## src/rtl/piano_play_controller_if.sv

```systemverilog
// Note path bundle between the piano play controller, the song ROM,
// the keyboard decoder and the buzzer. The controller takes the master side.
interface piano_play_controller_if;
    logic [3:0] key_note;
    logic       auto_req;
    logic [3:0] song_note;
    logic [4:0] song_addr;
    logic [3:0] note_out;
    logic       note_valid;
    logic [1:0] mode;

    modport master (
        input  key_note,
        input  auto_req,
        input  song_note,
        output song_addr,
        output note_out,
        output note_valid,
        output mode
    );

    modport slave (
        output key_note,
        output auto_req,
        output song_note,
        input  song_addr,
        input  note_out,
        input  note_valid,
        input  mode
    );
endinterface

```

## src/rtl/piano_play_controller.sv

```systemverilog
// Piano note path sequencer: debounces the keyboard note, arbitrates it
// against a ROM-driven auto-play sequencer (keyboard always wins) and
// drives one registered note index to the tone generator.
//
// state | meaning
// ------+-------------------------------------------------------------
// IDLE  | silent, waiting for a debounced key or an auto-play request
// LIVE  | note_out follows the debounced key until it is released
// AUTO  | stepping song_addr once per beat, note_out follows the ROM
module piano_play_controller #(
    parameter int DEBOUNCE_CYCLES = 20,
    parameter int BEAT_CYCLES     = 50
) (
    input  logic clk,
    input  logic rst_n,
    piano_play_controller_if.master bus
);

    localparam int DB_W = $clog2(DEBOUNCE_CYCLES);
    localparam int BT_W = $clog2(BEAT_CYCLES);
    localparam logic [DB_W-1:0] DB_LAST   = DB_W'(DEBOUNCE_CYCLES - 1);
    localparam logic [BT_W-1:0] BT_LAST   = BT_W'(BEAT_CYCLES - 1);
    localparam logic [3:0]      NOTE_NONE = 4'd15;

    typedef enum logic [1:0] {
        IDLE = 2'b00,
        LIVE = 2'b01,
        AUTO = 2'b10
    } state_t;

    // Only 1..7 are playable; every other code (rest, illegal, marker) is silence.
    function automatic logic [3:0] note_map(input logic [3:0] n);
        return (n >= 4'd1 && n <= 4'd7) ? n : NOTE_NONE;
    endfunction

    logic [3:0]      key_sync;
    logic [3:0]      candidate;
    logic [3:0]      key_stable;
    logic [DB_W-1:0] db_count;

    state_t          state;
    state_t          state_nxt;
    logic [3:0]      note_q;
    logic [3:0]      note_nxt;
    logic            valid_q;
    logic [4:0]      addr_q;
    logic [4:0]      addr_nxt;
    logic [BT_W-1:0] beat_q;
    logic [BT_W-1:0] beat_nxt;

    logic key_pressed;
    logic song_end;

    // Register the raw key code first (it comes from another clock-free decoder),
    // then accept it only after DEBOUNCE_CYCLES identical consecutive samples.
    always_ff @(posedge clk) begin
        if (!rst_n) begin
            key_sync   <= NOTE_NONE;
            candidate  <= NOTE_NONE;
            key_stable <= NOTE_NONE;
            db_count   <= '0;
        end else begin
            key_sync <= note_map(bus.key_note);
            if (key_sync != candidate) begin
                candidate <= key_sync;
                db_count  <= '0;
            end else if (db_count == DB_LAST) begin
                key_stable <= candidate;
            end else begin
                db_count <= db_count + 1'b1;
            end
        end
    end

    // key_stable only ever holds 1..7 or 15, so anything but 15 is a press.
    assign key_pressed = (key_stable != NOTE_NONE);
    assign song_end    = (bus.song_note == 4'd15);

    // State register together with the registered outputs it qualifies.
    always_ff @(posedge clk) begin
        if (!rst_n) begin
            state   <= IDLE;
            note_q  <= NOTE_NONE;
            valid_q <= 1'b0;
            addr_q  <= '0;
            beat_q  <= '0;
        end else begin
            state   <= state_nxt;
            note_q  <= note_nxt;
            valid_q <= (note_nxt != NOTE_NONE);
            addr_q  <= addr_nxt;
            beat_q  <= beat_nxt;
        end
    end

    // Next-state arbitration: a debounced key beats both auto_req and the end marker.
    always_comb begin
        state_nxt = state;
        case (state)
            IDLE: begin
                if (key_pressed) begin
                    state_nxt = LIVE;
                end else if (bus.auto_req) begin
                    state_nxt = AUTO;
                end
            end
            LIVE: begin
                if (!key_pressed) begin
                    state_nxt = IDLE;
                end
            end
            AUTO: begin
                if (key_pressed) begin
                    state_nxt = LIVE;
                end else if (song_end) begin
                    state_nxt = IDLE;
                end
            end
            default: state_nxt = IDLE;
        endcase
    end

    // Next output values; entering AUTO starts from address 0, beat 0, silent,
    // and song_addr is parked at 0 whenever the sequencer is not playing.
    always_comb begin
        note_nxt = NOTE_NONE;
        addr_nxt = '0;
        beat_nxt = '0;
        case (state_nxt)
            LIVE: begin
                note_nxt = key_stable;
            end
            AUTO: begin
                if (state == AUTO) begin
                    note_nxt = note_map(bus.song_note);
                    if (beat_q == BT_LAST) begin
                        beat_nxt = '0;
                        addr_nxt = addr_q + 1'b1;
                    end else begin
                        beat_nxt = beat_q + 1'b1;
                        addr_nxt = addr_q;
                    end
                end
            end
            default: begin
                note_nxt = NOTE_NONE;
            end
        endcase
    end

    assign bus.mode       = state;
    assign bus.note_out   = note_q;
    assign bus.note_valid = valid_q;
    assign bus.song_addr  = addr_q;

endmodule

```

## src/flat_wrapper.sv

```systemverilog
// flat-port wrapper written by rule: the top's interface ports become plain ports
module piano_play_controller_flat 
#(
    parameter int DEBOUNCE_CYCLES = 20,
    parameter int BEAT_CYCLES     = 50
)
  (clk, rst_n, bus_key_note, bus_auto_req, bus_song_note, bus_song_addr, bus_note_out, bus_note_valid, bus_mode);
  piano_play_controller_if bus_i ();
  input  logic clk;
  input  logic rst_n;
  input wire logic [$bits(bus_i.key_note)-1:0] bus_key_note;
  input wire logic [$bits(bus_i.auto_req)-1:0] bus_auto_req;
  input wire logic [$bits(bus_i.song_note)-1:0] bus_song_note;
  output wire logic [$bits(bus_i.song_addr)-1:0] bus_song_addr;
  output wire logic [$bits(bus_i.note_out)-1:0] bus_note_out;
  output wire logic [$bits(bus_i.note_valid)-1:0] bus_note_valid;
  output wire logic [$bits(bus_i.mode)-1:0] bus_mode;
  assign bus_i.key_note = bus_key_note;
  assign bus_i.auto_req = bus_auto_req;
  assign bus_i.song_note = bus_song_note;
  assign bus_song_addr = bus_i.song_addr;
  assign bus_note_out = bus_i.note_out;
  assign bus_note_valid = bus_i.note_valid;
  assign bus_mode = bus_i.mode;
  piano_play_controller #(.DEBOUNCE_CYCLES(DEBOUNCE_CYCLES), .BEAT_CYCLES(BEAT_CYCLES)) u_core (.clk(clk), .rst_n(rst_n), .bus(bus_i));
endmodule
```

## config.mk

```make
export PLATFORM = sky130hd
export DESIGN_NAME = piano_play_controller_flat
export DESIGN_NICKNAME = d
export VERILOG_FILES = /design/src/rtl/piano_play_controller_if.sv /design/src/rtl/piano_play_controller.sv /design/src/flat_wrapper.sv
export SDC_FILE = /design/constraint.sdc
export NUM_CORES = 1
export LEC_CHECK = 0
export BUFFER_PORTS_ARGS = -buffer_cell sky130_fd_sc_hd__buf_2
export CAP_MARGIN = 25
export CORE_UTILIZATION = 46
export CTS_BUF_LIST = sky130_fd_sc_hd__clkbuf_4 sky130_fd_sc_hd__clkbuf_8
export CTS_CLUSTER_SIZE = 14
export DETAILED_ROUTE_END_ITERATION = 8
export GPL_TIMING_DRIVEN = 0
export HOLD_SLACK_MARGIN = 0.06
export PLACE_DENSITY = 0.78
export SYNTH_ARGS = -nofsm -noshare
export SYNTH_HDL_FRONTEND = slang
export SYNTH_SLANG_ARGS = --single-unit
```

## constraint.sdc

```tcl
create_clock -name clk -period 2.32 [get_ports clk]
set_input_delay 0.348 -clock clk [delete_from_list [all_inputs] [get_ports clk]]
set_output_delay 0.348 -clock clk [all_outputs]
set_load 0.05 [all_outputs]
```

==> flow_metrics.tcl <==
set metrics [dict create \
    antenna_found_initial 0 \
    clock_sinks 35 \
    clk_latency_ns 0.33 \
    post-place-ws_ns -0.1409 \
    core-area_um2 2853 \
    synthMuxAreaShare_pct 0.6950 \
    cp-end-kind "flip-flop" \
    slew_headroom_pct 73.01 \
    clkTransAtPathRegs_ns 0.10 \
    power_density_nw_per_um2 660.2 \
    cts_hold_buf 0 \
    nets 199 \
    arrival_ns 2.34 \
    io_buffer_count 22 \
    r2r-start "u_core.key_stable[2]$_SDFFE_PN1P_" \
    synthCells 151 \
    max-cap-violations 0 \
    ys_ff_latch 35 \
    r2r_slack_ns 0.26 \
    yosys_warnings 0 \
    synth_xor_area_share_pct 9.731 \
    cts_tree "built" \
    hpwl_mm 1.852 \
    grt_pass1_vias 1030 \
    power.clock.fraction_pct 33.9 \
    grt_max_degree 11 \
    crit_path_start_kind "flip-flop" \
    timing_worst_setup_path_type "reg -> reg" \
    synthesis.nets 168 \
    dominantRegCellSynth "dfxtp_1" \
    async_reset_ff_share_pct 0 \
    finalHoldViolations 0 \
    synth_common_cells "dfxtp_1, nor2_1, nand2_1, xnor2_1" \
    synth_compound_area_share_pct 10.25 \
    drt_first_pass_iters 6 \
    seqPwrFrac_pct 56.5 \
    grt_usage_pct 16.95 \
    failed_checks "DRC" \
    die_y_um 57.95 \
    outcome "complete, but fails checks" \
    ctsLongestPathBuffers 2 \
    post-route-min-period_ns 2.063 \
    syn_area_um2 1440 \
    synth_area_leaders "dfxtp_1, xnor2_1, ha_1" \
    synth_edf_count 0 \
    synth_top_family_by_area "simple AND/OR/NAND/NOR gates" \
    hp-class "in -> reg" \
    rsz0062_at_grt "false" \
    hold_depth 2 \
    tightest_slew_ns 0.4041 \
    holdPathEnd "u_core.key_sync[2]$_SDFF_PN1_" \
    die_w_um 57.95 \
    min_from "bus_key_note[2]" \
    cts_buffers 5 \
    grt_pass1_wl_mm 4.229 \
    avgViaCountPerCell 5.271 \
    p_switching_mw 0.2638 \
    swShare_pct 23.78 \
    combPwrFrac_pct 9.6 \
    fin_skew_ns 0.006009 \
    drt_wl_total_mm 2.468 \
    yosysSeqAreaShare_pct 48.65 \
    post_drt_wl_per_cell_um 11.53 \
    synthToLayoutAreaGrowth_pct 16.68 \
    gp_congestion 0.8142 \
    antenna_cells 0 \
    design.die.area_um2 3358 \
    final.fill_count 255 \
    crit_required_ns 2.59 \
    initialDrtViolationCount 36 \
    drtAntennaViolNets 0 \
    hold_slack_ns 0.2079 \
    setup_violations 0 \
    yosys.area_share.adder_pct 5.213 \
    drc 2 \
    p_leak_nw 0.6588 \
    clock.fmax_mhz 484.7 \
    path_max_fanout 8 \
    htree_levels 2 \
    synth.distinct_cells 32 \
    vdd.ir_drop.worst_mv 0.4270 \
    fin_crit_sh_pct 88.94 \
    layout-drive-gt1-share_pct 25.14 \
    internal_power_mw 0.8457 \
    synth-simple-area-share_pct 22.59 \
    ioPinCount 23 \
    synth_top_area_share_pct 48.65 \
    start_util_pct 50.48 \
    synth_largest_area_cell "dfxtp_1" \
    ff2ff_path_depth 7 \
    vias 1128 \
    timing.rr.end "u_core.beat_q[2]$_SDFF_PP0_" \
    clockRootBuffer "clkbuf_4" \
    rows 19 \
    grt_overflow 0 \
    yosysMostFrequentCell "dfxtp_1" \
    final_max_slew_viol_count 0 \
    setup_slack_ns 0.2567 \
    synth_area_per_cell_um2 9.537 \
]
-- sequential cells by signal, indices dropped and copies added, names as in the netlist --
name                   flops
u_core.candidate           4
u_core.beat_q              6
u_core.bus.mode            2
u_core.db_count            5
u_core.bus.note_valid      1
u_core.key_sync            4
u_core.key_stable          4
u_core.bus.note_out        4
u_core.bus.song_addr       5
-- through the flow --
| step | setup TNS (ns) | util (%) | std cells | power, mW | instance area [um2] |
|---|---|---|---|---|---|
| 2_1_floorplan | 0 | - | 151 | 0.7158 | 1441 |
| 3_3_place_gp | -0.4280 | 55.75 | 204 | 0.7404 | 1590 |
| 3_5_place_dp | -0.7634 | 55.75 | 204 | 0.7445 | 1590 |
| 4_1_cts | 0 | 58.29 | 212 | 1.120 | 1663 |
| 5_1_grt | 0 | 58.90 | 214 | 1.161 | 1680 |
| 6_report | 0 | 58.90 | 214 | 1.109 | 1680 |
-- cell families (layout without fill, tap and decap cells) --
kind of cell	after synthesis	count (layout)
DFF	35	35
AOI/OAI and AO/OA	23	23
buffers and inverters	10	42
adders and majority gates	6	6
and+or+nand+nor	60	60
muxes	1	1
xor gates and xnor gates	16	16
-- layer usage --
metal	wire [um]	GRT usage, %	vias to the layer above
li1	-	-	578
met1	1083	19.03	514
met2	1198	28.08	28
met3	118	4.688	8
met4	67	11.22	0
met5	0	0	-
-- layout by cell type, fill, tap and decap left out, types with 4 or more instances in the layout --
| cell type | count |
|---|---|
| nand2b_1 | 7 |
| ha_1 | 5 |
| clkbuf_4 | 6 |
| nand2_1 | 11 |
| nor2_1 | 18 |
| a21oi_1 | 7 |
| o21ai_0 | 6 |
| dfxtp_1 | 34 |
| nand3_1 | 6 |
| nor3_1 | 5 |
| xor2_1 | 5 |
| inv_1 | 4 |
| xnor2_1 | 11 |
| buf_2 | 25 |
| o211ai_1 | 4 |
-- final cells by class --
cell class / count / area, um2 / share of cell area [%]
flip-flops and latches: 35 / 701.9 / 41.77
well taps: 31 / 38.79 / 2.308
inverters: 6 / 22.52 / 1.340
clock buffers: 8 / 72.57 / 4.319
plain buffers: 4 / 18.77 / 1.117
multi-input cells: 106 / 700.7 / 41.70
repair buffers: 24 / 125.1 / 7.446
-- worst max-delay path, cell delays in order (launching register included) --
cell	delay [ns]
dfxtp_1	0.40
nand4_1	0.15
a2111oi_2	0.34
ha_2	0.34
nand4b_1	0.23
or2_1	0.28
buf_2	0.15
nor2_1	0.10
-- what timing repair did --
action	4_1_cts	5_1_grt
endpoints found under the setup margin	0	6
hold endpoints to repair	0	0
resized for setup	0	1
setup buffers	0	2
-- worst max-delay path by stage --
stage          slack (ns)                           to                               from
2_1_floorplan        0.21  u_core.beat_q[2]$_SDFF_PP0_      u_core.bus.mode[1]$_SDFF_PN0_
3_3_place_gp        -0.08  u_core.beat_q[2]$_SDFF_PP0_                   bus_song_note[2]
3_5_place_dp        -0.14  u_core.beat_q[3]$_SDFF_PP0_                   bus_song_note[2]
4_1_cts              0.14  u_core.beat_q[3]$_SDFF_PP0_  u_core.key_stable[2]$_SDFFE_PN1P_
5_1_grt              0.03  u_core.beat_q[2]$_SDFF_PP0_  u_core.key_stable[2]$_SDFFE_PN1P_
6_report             0.26  u_core.beat_q[2]$_SDFF_PP0_  u_core.key_stable[2]$_SDFFE_PN1P_
-- power by group through the flow --
| stage | Clock (mW) | Sequential, mW | Combinational [mW] |
|---|---|---|---|
| after floorplan | 0 | 0.664 | 0.0517 |
| after detailed placement | 0 | 0.641 | 0.104 |
| after CTS | 0.389 | 0.627 | 0.104 |
| after global routing | 0.414 | 0.629 | 0.118 |
| final | 0.376 | 0.627 | 0.106 |
| after global placement | 0 | 0.640 | 0.100 |
Power figures use the tool's default switching activity.
